<file path="src/rtl/fp_pkg.sv">
// Shared definitions for the floating-point post-adder.
// Holds the default field widths, IEEE-754 single constants, bit positions inside
// the 27-bit raw-sum mantissa, and the post-adder FSM state type.
`timescale 1ns/1ps
package fp_pkg;

  localparam int unsigned EXP_W   = 8;
  localparam int unsigned FRAC_W  = 23;
  localparam int unsigned BIAS    = 127;
  localparam int unsigned EXP_MAX = 255;

  // Raw-sum layout: carry | hidden | fraction | guard | round
  localparam int unsigned MANT_W     = FRAC_W + 4;
  localparam int unsigned CARRY_BIT  = FRAC_W + 3;
  localparam int unsigned HIDDEN_BIT = FRAC_W + 2;
  localparam int unsigned LSB_BIT    = 2;
  localparam int unsigned GUARD_BIT  = 1;
  localparam int unsigned ROUND_BIT  = 0;

  typedef enum logic [1:0] {
    StIdle,
    StNorm,
    StRound,
    StDone
  } state_t;

endpackage

</file>
<file path="src/rtl/rounder.sv">
// Combinational round-to-nearest-even and result packing for the post-adder.
// Ports:
//   sign      - result sign
//   exp       - biased exponent after normalisation (two guard bits above EXP_W)
//   mantis    - normalised mantissa: carry(clear), hidden, fraction, guard, round
//   sticky    - OR of all bits lost below the round bit
//   result    - packed IEEE-754 single
//   overflow  - result saturated to infinity
//   underflow - result is subnormal or zero
`timescale 1ns/1ps
module rounder #(
  parameter int unsigned EXP_W  = 8,
  parameter int unsigned FRAC_W = 23
) (
  input  logic              sign,
  input  logic [EXP_W+1:0]  exp,
  input  logic [FRAC_W+3:0] mantis,
  input  logic              sticky,
  output logic [31:0]       result,
  output logic              overflow,
  output logic              underflow
);
  import fp_pkg::*;

  localparam int unsigned ExpIW = EXP_W + 2;
  localparam int unsigned SigW  = FRAC_W + 1;
  localparam logic [ExpIW-1:0] ExpSat = ExpIW'((1 << EXP_W) - 1);

  logic              inc;
  logic [SigW:0]     sig_rnd;
  logic [ExpIW-1:0]  exp_rnd;
  logic [FRAC_W-1:0] frac;
  logic              hidden;

  always_comb begin
    inc     = mantis[GUARD_BIT] & (mantis[ROUND_BIT] | sticky | mantis[LSB_BIT]);
    // Carry bit of mantis is clear here, so the top bit of sig_rnd is the rounding carry.
    sig_rnd = mantis[FRAC_W+3:2] + {{SigW{1'b0}}, inc};
    exp_rnd = exp;
    frac    = sig_rnd[FRAC_W-1:0];
    hidden  = sig_rnd[FRAC_W];
    if (sig_rnd[SigW]) begin
      exp_rnd = exp + ExpIW'(1);
      frac    = sig_rnd[FRAC_W:1];
      hidden  = 1'b1;
    end

    overflow  = 1'b0;
    underflow = 1'b0;
    if (exp_rnd >= ExpSat) begin
      overflow = 1'b1;
      result   = {sign, {EXP_W{1'b1}}, {FRAC_W{1'b0}}};
    end else if (!hidden) begin
      underflow = 1'b1;
      result    = {sign, {EXP_W{1'b0}}, frac};
    end else begin
      result = {sign, exp_rnd[EXP_W-1:0], frac};
    end
  end

endmodule

</file>
<file path="src/rtl/postadder.sv">
// Floating-point adder post-processing: normalises a raw significand sum, rounds it to
// nearest-even and packs an IEEE-754 single with overflow/underflow flags.
// Build option: POSTADDER_LZC_EN - when defined, left normalisation completes in one
// cycle using a leading-zero count; otherwise it shifts one bit per cycle.
// Ports:
//   clk, rst_n                  - clock, asynchronous active-low reset
//   in_valid/in_ready           - operand handshake (ready only when idle)
//   in_sign, in_exp, in_mantis  - raw sum sign, biased exponent, carry|hidden|frac|G|R
//   in_loss                     - sticky bit from the alignment shift
//   out_valid/out_ready         - result handshake
//   out_result                  - packed single; out_overflow/out_underflow flags
`timescale 1ns/1ps
module postadder #(
  parameter int unsigned EXP_W  = 8,
  parameter int unsigned FRAC_W = 23
) (
  input  logic              clk,
  input  logic              rst_n,
  input  logic              in_valid,
  output logic              in_ready,
  input  logic              in_sign,
  input  logic [EXP_W-1:0]  in_exp,
  input  logic [FRAC_W+3:0] in_mantis,
  input  logic              in_loss,
  output logic              out_valid,
  input  logic              out_ready,
  output logic [31:0]       out_result,
  output logic              out_overflow,
  output logic              out_underflow
);
  import fp_pkg::*;

  localparam int unsigned MantW     = FRAC_W + 4;
  localparam int unsigned CarryBit  = FRAC_W + 3;
  localparam int unsigned HiddenBit = FRAC_W + 2;
  localparam int unsigned ExpIW     = EXP_W + 2;

  state_t             state_q, state_d;
  logic               sign_q, sign_d;
  logic [ExpIW-1:0]   exp_q, exp_d;
  logic [MantW-1:0]   mant_q, mant_d;
  logic               sticky_q, sticky_d;
  logic [31:0]        result_q, result_d;
  logic               ovf_q, ovf_d;
  logic               unf_q, unf_d;

  logic [31:0]        rnd_result;
  logic               rnd_ovf;
  logic               rnd_unf;

`ifdef POSTADDER_LZC_EN
  logic [ExpIW-1:0]   lzc;
  logic [ExpIW-1:0]   shift_amt;
  logic               found;

  // Leading zeros from the hidden position down, clamped so the exponent stops at 1.
  always_comb begin
    lzc   = '0;
    found = 1'b0;
    for (int i = HiddenBit; i >= 0; i--) begin
      if (!found) begin
        if (mant_q[i]) found = 1'b1;
        else           lzc   = lzc + ExpIW'(1);
      end
    end
    shift_amt = (lzc < exp_q - ExpIW'(1)) ? lzc : exp_q - ExpIW'(1);
  end
`endif

  rounder #(
    .EXP_W  (EXP_W),
    .FRAC_W (FRAC_W)
  ) u_rounder (
    .sign      (sign_q),
    .exp       (exp_q),
    .mantis    (mant_q),
    .sticky    (sticky_q),
    .result    (rnd_result),
    .overflow  (rnd_ovf),
    .underflow (rnd_unf)
  );

  always_comb begin
    state_d  = state_q;
    sign_d   = sign_q;
    exp_d    = exp_q;
    mant_d   = mant_q;
    sticky_d = sticky_q;
    result_d = result_q;
    ovf_d    = ovf_q;
    unf_d    = unf_q;

    unique case (state_q)
      StIdle: begin
        if (in_valid) begin
          sign_d   = in_sign;
          exp_d    = {2'b00, in_exp};
          mant_d   = in_mantis;
          sticky_d = in_loss;
          if (in_mantis == '0) begin
            result_d = {in_sign, 31'b0};
            ovf_d    = 1'b0;
            unf_d    = 1'b0;
            state_d  = StDone;
          end else begin
            state_d = StNorm;
          end
        end
      end

      StNorm: begin
        if (mant_q[CarryBit]) begin
          mant_d   = mant_q >> 1;
          sticky_d = sticky_q | mant_q[0];
          exp_d    = exp_q + ExpIW'(1);
          state_d  = StRound;
        end else if (!mant_q[HiddenBit] && (exp_q > ExpIW'(1))) begin
`ifdef POSTADDER_LZC_EN
          mant_d  = mant_q << shift_amt;
          exp_d   = exp_q - shift_amt;
          state_d = StRound;
`else
          mant_d = mant_q << 1;
          exp_d  = exp_q - ExpIW'(1);
          // Leave once this shift lands the hidden bit or reaches the minimum exponent.
          if (mant_q[HiddenBit-1] || (exp_q == ExpIW'(2))) state_d = StRound;
`endif
        end else begin
          state_d = StRound;
        end
      end

      StRound: begin
        result_d = rnd_result;
        ovf_d    = rnd_ovf;
        unf_d    = rnd_unf;
        state_d  = StDone;
      end

      StDone: begin
        if (out_ready) state_d = StIdle;
      end

      default: state_d = StIdle;
    endcase
  end

  always_ff @(posedge clk or negedge rst_n) begin
    if (!rst_n) begin
      state_q  <= StIdle;
      sign_q   <= 1'b0;
      exp_q    <= '0;
      mant_q   <= '0;
      sticky_q <= 1'b0;
      result_q <= '0;
      ovf_q    <= 1'b0;
      unf_q    <= 1'b0;
    end else begin
      state_q  <= state_d;
      sign_q   <= sign_d;
      exp_q    <= exp_d;
      mant_q   <= mant_d;
      sticky_q <= sticky_d;
      result_q <= result_d;
      ovf_q    <= ovf_d;
      unf_q    <= unf_d;
    end
  end

  assign in_ready      = (state_q == StIdle);
  assign out_valid     = (state_q == StDone);
  assign out_result    = result_q;
  assign out_overflow  = ovf_q;
  assign out_underflow = unf_q;

endmodule

</file>
<file path="config.mk">
export PLATFORM = sky130hd
export DESIGN_NAME = postadder
export DESIGN_NICKNAME = d
export VERILOG_FILES = /design/src/rtl/fp_pkg.sv /design/src/rtl/rounder.sv /design/src/rtl/postadder.sv
export SDC_FILE = /design/constraint.sdc
export NUM_CORES = 1
export LEC_CHECK = 0
export CAP_MARGIN = 0
export CORE_UTILIZATION = 40
export CTS_CLUSTER_DIAMETER = 150
export CTS_CLUSTER_SIZE = 8
export DETAILED_ROUTE_END_ITERATION = 10
export MAX_ROUTING_LAYER = met4
export PLACE_DENSITY = 0.59
export SKIP_CTS_REPAIR_TIMING = 1
export SYNTH_ARGS = -nofsm -noshare
export SYNTH_HDL_FRONTEND = slang
export SYNTH_SLANG_ARGS = --single-unit
</file>
<file path="constraint.sdc">
create_clock -name clk -period 5.45 [get_ports clk]
set_clock_uncertainty 0.1 [all_clocks]
set_input_delay 1.09 -clock clk [delete_from_list [all_inputs] [get_ports clk]]
set_output_delay 1.09 -clock clk [all_outputs]
set_load 0.1 [all_outputs]
</file>
# After elaboration in Yosys (flattened, before gate mapping)
# Index checks and enable logic that the tools add are counted.
[totals]
register_bits = 75
latch_bits = 0
ramBits = 0
mem_bits_ro = 0
in_bits = 41
output_inout_bits = 36
elab_cells = 73
mem_count = 0
[op_classes]
n_addsub = 3
mul = 0
div_mod_pow = 0
order_cmp = 2
n_eq_ne = 10
shifts = 0
n_mux = 33
n_bitwise = 3
reduce_logical = 13
[op_table]
columns = ["cell", "n"]
rows = [
  ["27-bit 2-to-1 mux", 3],
  ["32-bit 2-to-1 mux", 2],
  ["32-bit case mux with 2 select lines", 1],
  ["31-bit 2-to-1 mux", 2],
  ["27-bit case mux with 2 select lines", 1],
  ["10-bit 2-to-1 mux", 4],
  ["27-bit zero test", 1],
  ["25-bit by 1-bit adder with 25-bit output", 1],
  ["23-bit 2-to-1 mux", 1],
  ["10-bit case mux with 2 select lines", 1],
  ["2-bit 2-to-1 mux", 6],
  ["3-bit AND reduction", 4],
  ["10-bit by 1-bit adder with 10-bit output (second input constant)", 1],
  ["10-bit by 2-bit == test with 1-bit output (second input constant)", 1],
  ["10-bit by 8-bit >= comparator with 1-bit output (second input constant)", 1],
  ["10-bit by 1-bit > comparator with 1-bit output (second input constant)", 1],
  ["10-bit by 1-bit subtractor with 10-bit output (second input constant)", 1],
  ["1-bit 2-to-1 mux", 8],
  ["2-bit case mux with 4 select lines", 1],
  ["1-bit case mux with 2 select lines", 3],
  ["2-bit == test (second input constant)", 2],
  ["2-bit by 1-bit != test with 1-bit output (second input constant)", 2],
  ["2-bit != test (second input constant)", 2],
  ["4-bit != test (second input constant)", 1],
  ["10 further kinds", 13],
]

# Logic depth before layout (Yosys ltp)
[logic_depth]
depth_word = 8
depth_mapped = 11
mapped_depth_nobuf = 9

# By module
# A second synthesis with hierarchy kept.
[hier_totals]
hier_cells = 614
area_unflattened_um2 = 5420.2
[by_module_without_submodules]
columns = ["mod", "n_inst", "cells_each", "area_per_inst_um2"]
rows = [
  ["postadder", 1, 410, 4055.1],
  ["rounder", 1, 204, 1365.1],
]

# Least setup slack after synthesis
# No wires, ideal clock.
[synth_timing]
path_kind = "flip-flop to flip-flop"
start = "register state_q[0]"
end = "register result_q[28] (netlist: out_result[28])"
setup_ps = 126
t_arrival_ps = 2770
required_time_ps = 5224
setup_slack_ps = 2454
stages_incl_launch_ff = 10
path_buffers = 1
path_cell_list = "dfrtp_1 > inv_1 > ha_1 > nor4b_1 > nand4_1 > nor2_1 > a21o_1 > o21ai_1 > clkbuf_1 > a221o_1"
[synth_via]
elab_chain_cells = 3
word_cells_on_any_way = 7
[synth_lines]
columns = ["item", "line_no", "source"]
rows = [
  ["start, declared", "postadder.sv:38", "state_t state_q, state_d;"],
  ["start signal, assigned", "postadder.sv:150", "state_q <= StIdle;"],
  ["start signal, assigned", "postadder.sv:159", "state_q <= state_d;"],
  ["2-bit zero test (*)", "--", ""],
  ["net in_ready", "postadder.sv:20", "output logic in_ready,"],
  ["2-bit by 1-bit != test with 1-bit output (no source line), or another cell as far along", "--", ""],
  ["3-bit AND reduction (no source line)", "--", ""],
  ["end signal, assigned", "postadder.sv:164", "result_q <= result_d;"],
  ["end, declared", "postadder.sv:43", "logic [31:0] result_q, result_d;"],
]
# Mark *: on every way through the listed nets, which the timed path passes. The rest lies on a longest branch.
# A chain may end at the register's enable or synchronous reset.

# Final worst setup path
[layout_timing]
start = "input port in_mantis[2]"
end = "register result_q[8] (netlist: out_result[8])"
[layout_via]
elab_chain_cells = 3
[layout_lines]
columns = ["item", "line_no", "source"]
rows = [
  ["start, declared", "postadder.sv:23", "input logic [FRAC_W+3:0] in_mantis,"],
  ["27-bit zero test", "postadder.sv:100", "if (in_mantis == '0) begin"],
  ["2-bit by 1-bit != test with 1-bit output (no source line)", "--", ""],
  ["3-bit AND reduction (no source line)", "--", ""],
]
# Every way passes these cells.

==> results.py <==
metrics = {
    "power_and_ir_drop": {
        "p_leak_nw": 2.49,
        "p_int_mw": 2.02,
        "power_per_cell_area_mw_per_mm2": 690,
        "ir_worst_vdd_mv": 0.417,
        "power.net_switching_mw": 2.37,
        "swShare_pct": 54.0,
        "p_comb_share_pct": 58.9,
        "p_seq_share_pct": 27.5,
        "clkPwrFrac_pct": 13.5,
    },
    "timing": {
        "max_freq_ghz": 0.267,
        "finalHoldViolCount": 0,
        "final-setup-viol-count": 0,
        "worst_pin_slew_ps": 1040,
        "rsz0062_at_grt": "no",
        "period_share_pct": 68.7,
        "final.setup.tns_ps": 0,
        "min_period_ps": 3740,
        "worst_slew_margin_rel_pct": 30.4,
        "slew_violations": 0,
    },
    "critical_path": {
        "endpoint_kind": "register",
        "r2r-end": "out_result[8]",
        "reg2reg_from": "exp_q[0]",
        "start_kind": "input pin",
        "cp_max_fo": 22,
        "arrival_ps": 3920,
        "critPathRequiredTime_ps": 5620,
        "r2r_cells": 8,
        "crit_type": "input pin to register",
        "r2r_slack_ps": 1830,
    },
    "logic_synthesis": {
        "yosysTopAreaCell": "dfrtp_1",
        "syn_inst": 616,
        "yosys.area.top_type_share_pct": 35.5,
        "ys_seq_area_share_pct": 35.5,
        "ys_async_sr_fraction_pct": 100,
        "ys_seq_elements": 75,
        "avgSynthCellArea_sq_um": 8.59,
        "ys_warn_count": 0,
        "syn-num-nets": 666,
        "yosys-top-cells-area": "dfrtp_1 35%, a221o_1 6.2%, nand2_1 5.1%",
        "synth_edf_count": 0,
        "synth_most_common_cell": "dfrtp_1",
        "synthDistinctLibCells": 70,
        "synth.cell_area_sq_mm": 0.00529,
        "synth_commonest_cells": "75 x dfrtp_1, 72 x nand2_1, 49 x nor2_1",
        "yosys_most_used_dff": "dfrtp_1",
    },
    "finish": {
        "n_antenna_cell": 0,
        "final_util_pct": 49.7,
        "fin_cells": 828,
        "area_growth_pct": 20.0,
        "drive_gt1_share_pct": 7.62,
        "final_nets": 701,
    },
    "global_routing": {
        "antenna_found_initial": 0,
        "gr-usage-all-layers_pct": 22.0,
        "grt_max_degree": 76,
        "grt_pass1_vias": 4333,
        "grt_pass1_wl_um": 22600,
        "overflow": 0,
    },
    "cts": {
        "numCtsBuffers": 9,
        "cts-root-buf": "clkbuf_16",
        "htree_levels": 3,
        "cts_buffer_depth": 2,
        "clk_pin_slew_ps": 60,
        "cts.sinks": 75,
        "cts_tree": "built",
        "clk_latency_ps": 340,
    },
    "detailed_routing": {
        "ant_nets": 0,
        "first_pass_iters": 5,
        "drt_wl_total_um": 13900,
        "drc": 0,
        "first_iter_violations": 281,
        "wl_per_cell_um": 16.8,
        "vias_per_cell": 5.84,
        "num_vias": 4833,
    },
    "placement": {
        "dp.cells": 812,
        "place_hpwl_um": 9790,
        "port_buffers": 76,
        "gp_congestion": 0.887,
    },
    "worst_hold_path": {
        "min_to": "out_overflow",
        "min_from": "out_overflow",
        "min_path_type": "register to register",
        "min_path_cells": 1,
    },
    "floorplan": {
        "initial_core_util_pct": 41.4,
        "die_x_um": 117,
        "core_region_area_sq_mm": 0.0128,
        "die_area_sq_mm": 0.0137,
        "num_io_pins": 77,
        "chipHeight_um": 117,
        "num_rows": 41,
    },
    "run_status": {
        "status": "complete, no violations",
    },
    "run": {
        "maxCapViolCount": 0,
    },
}
==> state kept, by name (all words and copies together), names as in the netlist <==
signal,cells
exp_q,10
mant_q,27
out_overflow,1
out_result,32
out_underflow,1
sign_q,1
state_q,2
sticky_q,1
==> power by group through the flow <==
| stage | sequential [mW] | combinational, mW | clock, mW |
|---|---|---|---|
| 2_1_floorplan | 1.63 | 1.56 | 0 |
| 3_3_place_gp | 1.20 | 2.55 | 0 |
| 3_5_place_dp | 1.21 | 2.57 | 0 |
| 4_1_cts | 1.20 | 2.58 | 0.600 |
| 5_1_grt | 1.26 | 2.78 | 0.621 |
| 6_report | 1.21 | 2.58 | 0.593 |
==> metal layers <==
layer  GRT usage (%)  up-vias  part of all wire [%]
met4            8.02        0                   1.3
met2            30.4      170                    43
met3            2.99       12                   5.5
li1                -     2342                     -
met5               -        -                     0
met1            32.5     2309                    50
==> worst max path at each step <==
stage / cells after the start / startpoint / endpoint / slack, ps
3_3_place_gp: 8 / in_mantis[2] / out_result[10] / 1440
3_5_place_dp: 8 / in_mantis[2] / out_result[17] / 1390
5_1_grt: 8 / in_mantis[1] / out_result[8] / 1600
4_1_cts: 8 / in_mantis[2] / out_result[8] / 1720
6_report: 8 / in_mantis[2] / out_result[8] / 1710
2_1_floorplan: 9 / state_q[0] / out_result[28] / 2450
==> layout by cell type, fill, tap and decap left out, drive strengths merged, types with 8 or more instances in the layout <==
master	synthesis	final
a21oi	44	44
a221o	33	33
a22o	10	10
a32o	15	15
and2	9	9
buf	32	8
clkbuf	27	9
clkdlybuf4s50	0	75
dfrtp	75	75
ha	9	9
inv	10	10
nand2	73	73
nand3	16	16
nand4	12	12
nor2	51	51
nor2b	23	23
nor3	14	14
nor4	10	10
o21ai	41	41
xnor2	14	14
xor2	13	13
==> cell type report <==
type	count	area [sq um]
multi-input cells	471	3110
repair buffers	83	811
well taps	172	215
inverters	11	41.3
clock buffers	9	225
fillers	1190	6420
clock inverters	7	68.8
flip-flops and latches	75	1880
==> critical path, cell delays in order <==
cell and delay, ps:
clkdlybuf4s50_1 410, nor4_1 460, nand3_1 170, nor2_1 280, a21o_1 200, nand2_1 230
nor2_2 770, a32o_1 280
==> metrics by stage <==
stage                     hold slack [ps]  power, mW  worst slack [ps]  area, sq um
final                                 385       4.38              1710         6350
after CTS                             390       4.38              1720         6350
after global placement                368       3.75              1440         6050
after detailed placement              371       3.78              1390         6050
after floorplan                       379       3.19              2450         5290
after global routing                  416       4.66              1600         6350
==> cells by family after synthesis <==
kind of cell,after synthesis,share of synthesized area (%)
compound gates,186,25.7
xor+xnor,27,4.47
fa+ha+maj,9,2.13
buf+inv,70,6.12
flops,75,35.5
mux,9,1.75
simple gates,240,24.3
(Power assumes the default switching activity.)
==> patch 1: new RTL, same flow settings <==
Add a define of `POSTADDER_LZC_EN`.
--- a/src/rtl/postadder.sv
+++ b/src/rtl/postadder.sv
@@ -10,6 +10,8 @@
 //   out_valid/out_ready         - result handshake
 //   out_result                  - packed single; out_overflow/out_underflow flags
 `timescale 1ns/1ps
+`define POSTADDER_LZC_EN
+
 module postadder #(
   parameter int unsigned EXP_W  = 8,
   parameter int unsigned FRAC_W = 23
Formal check against the unedited RTL: not equivalent (a bounded check fails within 4 cycles, from zero or initial values and one cycle with rst_n low).
==> patch 1 against the original RTL <==
- the flow now finishes with violations (DRC, setup timing)
- utilization is 9.3 points higher
- clock power fell by 1%
- non-clock buffer count up 381
- area after synthesis grew 100%
- setup slack got worse by 13 ns
- critical path depth rose by 97
- sequential cell count unchanged
- total power rose by 100%
- wire length increased to 2.9 times the old value
- design area is 140% higher
- critical path type is now reg -> reg
- critical endpoint is now exp_q[9]
==> patch 1: results <==
export IMPL_outcome="finished with violations"
export IMPL_violations="DRC, setup timing"
export IMPL_relSlewSlack=0.168
export IMPL_drcViolationCount=2
export IMPL_cpMaxStageDelayCell="or4_4"
export IMPL_r2r_start="mant_q[22]"
export IMPL_clk_pin_slew_ns=0.07
export IMPL_vias=12500
export IMPL_drive_above_1_share=0.304
export IMPL_crit_arrival_ns=17.30
export IMPL_met1Wirelength_mm=18.6
export IMPL_first_global_vias=11600
export IMPL_hold_ws_ns=0.378
export IMPL_critPathMaxStageDelay_ns=0.57
export IMPL_grt_max_degree=65
export IMPL_synth_top_flop_cell="dfrtp_1"
export IMPL_min_to="out_result[11]"
export IMPL_path_max_fanout=4
export IMPL_rr_worst_depth=105
export IMPL_synth_seq_area_share=0.176
export IMPL_drt_wl_total_mm=40.3
export IMPL_finalSetupViolCount=37
export IMPL_grt_total_usage=0.301
export IMPL_netlist_cell_type_count=100
export IMPL_async_reset_ff_frac=1.00
export IMPL_dpl_instance_area_mm2=0.0144
export IMPL_r2r_end="exp_q[9]"
export IMPL_p_int_w=0.00418
export IMPL_fillCellCount=2439
export IMPL_dp_hpwl_mm=30.4
export IMPL_nets=1943
export IMPL_power_w=0.00888
export IMPL_yosys_warnings=0
export IMPL_p_leak_nw=6.77
export IMPL_first_pass_iters=8
export IMPL_ys_top_cells_by_count="196 x nand2_1, 163 x nor2_1, 100 x o21ai_0"
export IMPL_powerClk_w=0.000587
export IMPL_finalWorstSetupSlack_ns=-11.70
export IMPL_dr_wl_met3_mm=2.13
export IMPL_synthTopCellsByArea="dfrtp_1 18%, nand2_1 6.9%, mux2i_1 6.8%"
export IMPL_clkLatencyLatePin_ns=0.36
export IMPL_drtIter0Drc=985
export IMPL_ir_worst_vdd_mv=0.585
export IMPL_hp_start="out_result[11]"
export IMPL_grt_first_pass_wirelength_mm=62.4
export IMPL_hold_path_class="reg -> reg"
export IMPL_power_frac_comb=0.822
export IMPL_wl_met2_mm=18.4
export IMPL_gp_congestion=0.977
export IMPL_synth_nets=1576
export IMPL_holdPathStages=2
## patch 1: changes by cell type after synthesis, sizes merged, moves of 40 or more
| cell | unedited run | this run |
|---|---|---|
| nand2 | 73 | 196 |
| nor2 | 51 | 164 |
| mux2i | 7 | 73 |
| o21ai | 41 | 105 |
| clkbuf | 27 | 87 |
| a21oi | 44 | 98 |
| nand3 | 16 | 63 |
| xnor2 | 14 | 56 |
| ha | 9 | 49 |
## patch 1: critical path: cells and delay by family, from the launching register on
| family | cells | cell delay, ns |
|---|---|---|
| xor gates and xnor gates | 4 | 0.73 |
| muxes | 10 | 1.80 |
| adders and majority gates | 23 | 6.16 |
| AOI/OAI and AO/OA | 36 | 4.35 |
| and+or+nand+nor | 31 | 3.38 |
| DFF | 1 | 0.40 |
| buffers and inverters | 1 | 0.08 |
## patch 1: area by class of cell
type | instances | area, um2 | area share
multi-input cells | 1256 | 8900 | 0.577
repair buffers | 464 | 3760 | 0.244
flip-flops and latches | 75 | 1880 | 0.122
well taps | 335 | 419 | 0.0272
clock buffers | 10 | 229 | 0.0149
inverters | 46 | 180 | 0.0117
clock inverters | 6 | 48.8 | 0.00316
## patch 1: kinds of logic (layout without fill, tap and decap cells)
group / Yosys count / count (layout) / synth area share
AND/OR/NAND/NOR: 622 / 622 / 0.278
adder cells (fa/ha/maj): 54 / 54 / 0.0630
AO/OA/AOI/OAI: 390 / 390 / 0.245
flip-flops: 75 / 75 / 0.176
buffers and inverters: 154 / 526 / 0.0570
XOR/XNOR: 103 / 103 / 0.0984
multiplexers: 86 / 86 / 0.0832
other: 1 / 1 / 0.000351
## patch 1: per-layer routing
metal | GRT usage | vias up
li1 | - | 6122
met1 | 0.416 | 5914
met2 | 0.468 | 426
met3 | 0.0225 | 73
met4 | 0.0897 | 0
met5 | - | -
## patch 1: metrics by stage
step                cells  setup TNS [ns]
floorplan            1485         -404.52
global placement     2148         -417.94
detailed placement   2148         -439.98
CTS                  2164         -442.11
global route         2192         -457.84
finish               2192         -417.30
## patch 1: how the worst max path moves through the flow
stage,startpoint,end,slack [ns],cells past startpoint
global route,mant_q[25],exp_q[8],-12.82,109
floorplan,mant_q[24],exp_q[9],-11.93,109
global placement,mant_q[25],exp_q[9],-11.65,108
CTS,mant_q[25],exp_q[9],-12.36,110
detailed placement,mant_q[25],exp_q[9],-12.30,108
finish,mant_q[22],exp_q[9],-11.70,105
==> patch 2: new RTL, same flow settings <==
Without the edit above. `result_q` no longer has a reset.
--- a/src/rtl/postadder.sv
+++ b/src/rtl/postadder.sv
@@ -152,7 +152,6 @@
       exp_q    <= '0;
       mant_q   <= '0;
       sticky_q <= 1'b0;
-      result_q <= '0;
       ovf_q    <= 1'b0;
       unf_q    <= 1'b0;
     end else begin
@@ -161,10 +160,13 @@
       exp_q    <= exp_d;
       mant_q   <= mant_d;
       sticky_q <= sticky_d;
-      result_q <= result_d;
       ovf_q    <= ovf_d;
       unf_q    <= unf_d;
     end
+  end
+
+  always_ff @(posedge clk) begin
+    result_q <= result_d;
   end
 
   assign in_ready      = (state_q == StIdle);
Function: changed (Yosys sat finds a counterexample within 4 cycles, from zero or initial values and one cycle with rst_n low).
==> patch 2 against the original RTL <==
- total power down 16%
- final cell count down 2.8%
- register-to-register slack lost 0.32 ns
- setup slack lost 0.20 ns
- sequential share of layout area up 2.8 points
- global-route usage is 0.29 points lower
- area after synthesis is 1.9% lower
- sequential cell count unchanged
- sequential power fell by 6%
- wire length down 3.0%
- first-iteration DRC count up 51%
- design area down 0.73%
- critical path type is now reg -> reg
- highest routed layer unchanged
==> patch 2: results <==
export IMPL_outcome="finished clean"
export IMPL_synth_nets=639
export IMPL_synth_seq_area_share=0.393
export IMPL_powerClk_w=0.000599
export IMPL_crit_arrival_ns=3.88
export IMPL_p_sw_w=0.00184
export IMPL_ir_worst_vdd_mv=0.282
export IMPL_syn_area_per_cell_um2=8.81
export IMPL_fillCellCount=1246
export IMPL_hp_start="out_underflow"
export IMPL_clockBufferDepth=2
export IMPL_ys_top_cells_by_count="46 x clkbuf_1, 46 x nand2_1, 45 x nor2_1"
export IMPL_synth_mux_area_frac=0.0166
export IMPL_netlist_cell_type_count=66
export IMPL_utilization=0.499
export IMPL_p_leak_nw=2.23
export IMPL_synth_fa_ha_area_frac=0.0217
export IMPL_r2r_start="mant_q[1]"
export IMPL_synth_edf_count=32
export IMPL_pre_cts_slack_ns=1.51
export IMPL_first_global_vias=4147
export IMPL_grt_first_pass_wirelength_mm=22.0
export IMPL_drtIter0Drc=424
export IMPL_dpl_instance_area_mm2=0.00601
export IMPL_grt_total_usage=0.217
export IMPL_synth_xor_area_frac=0.0422
export IMPL_drive_above_1_share=0.0758
export IMPL_gp_congestion=0.905
export IMPL_dp_hpwl_mm=9.69
export IMPL_vias=4674
export IMPL_power_density_mw_per_mm2=586
export IMPL_crit_family="compound AO/OA/AOI/OAI gates"
export IMPL_relSlewSlack=0.334
export IMPL_synthTopCellsByArea="dfrtp_1 21%, edfxtp_1 19%, a221o_1 4.6%"
export IMPL_crit_type="reg -> reg"
export IMPL_critPathMaxStageDelay_ns=0.82
export IMPL_async_reset_ff_frac=0.573
export IMPL_p_comb_w=0.00195
export IMPL_viasPerCell=5.81
export IMPL_cpMaxStageDelayCell="o311ai_4"
## patch 2: final timing paths
kind	slack [ns]	end	cells after the start
hold / removal	0.40	out_underflow	2
hold reg to reg	0.40	out_underflow	2
max in group asynchronous	3.81	exp_q[4]	1
min in group asynchronous	0.82	mant_q[9]	1
setup reg to reg	1.51	out_result[15]	9
setup / recovery	1.51	out_result[15]	9
## patch 2: cell families after synthesis
family,Yosys count
buf+inv,70
mux,8
compound gates,171
xor+xnor,25
simple gates,231
flops,75
fa+ha+maj,9
## patch 2: metal layers
metal / share of wire / up-vias / wire length, um / global-route usage
met2: 0.43 / 156 / 5720 / 0.302
li1: - / 2274 / - / -
met5: 0 / - / 0 / -
met1: 0.50 / 2222 / 6730 / 0.317
met4: 0.021 / 0 / 276 / 0.0795
met3: 0.054 / 22 / 731 / 0.0324
## patch 2: cell type report
cell class                 count  area share
sequential                    75       0.323
clock buffer                  12      0.0391
clock inverter                 4     0.00774
timing repair buffer          83       0.128
inverter                      15     0.00893
tap                          172      0.0341
multi-input combinational    444       0.459
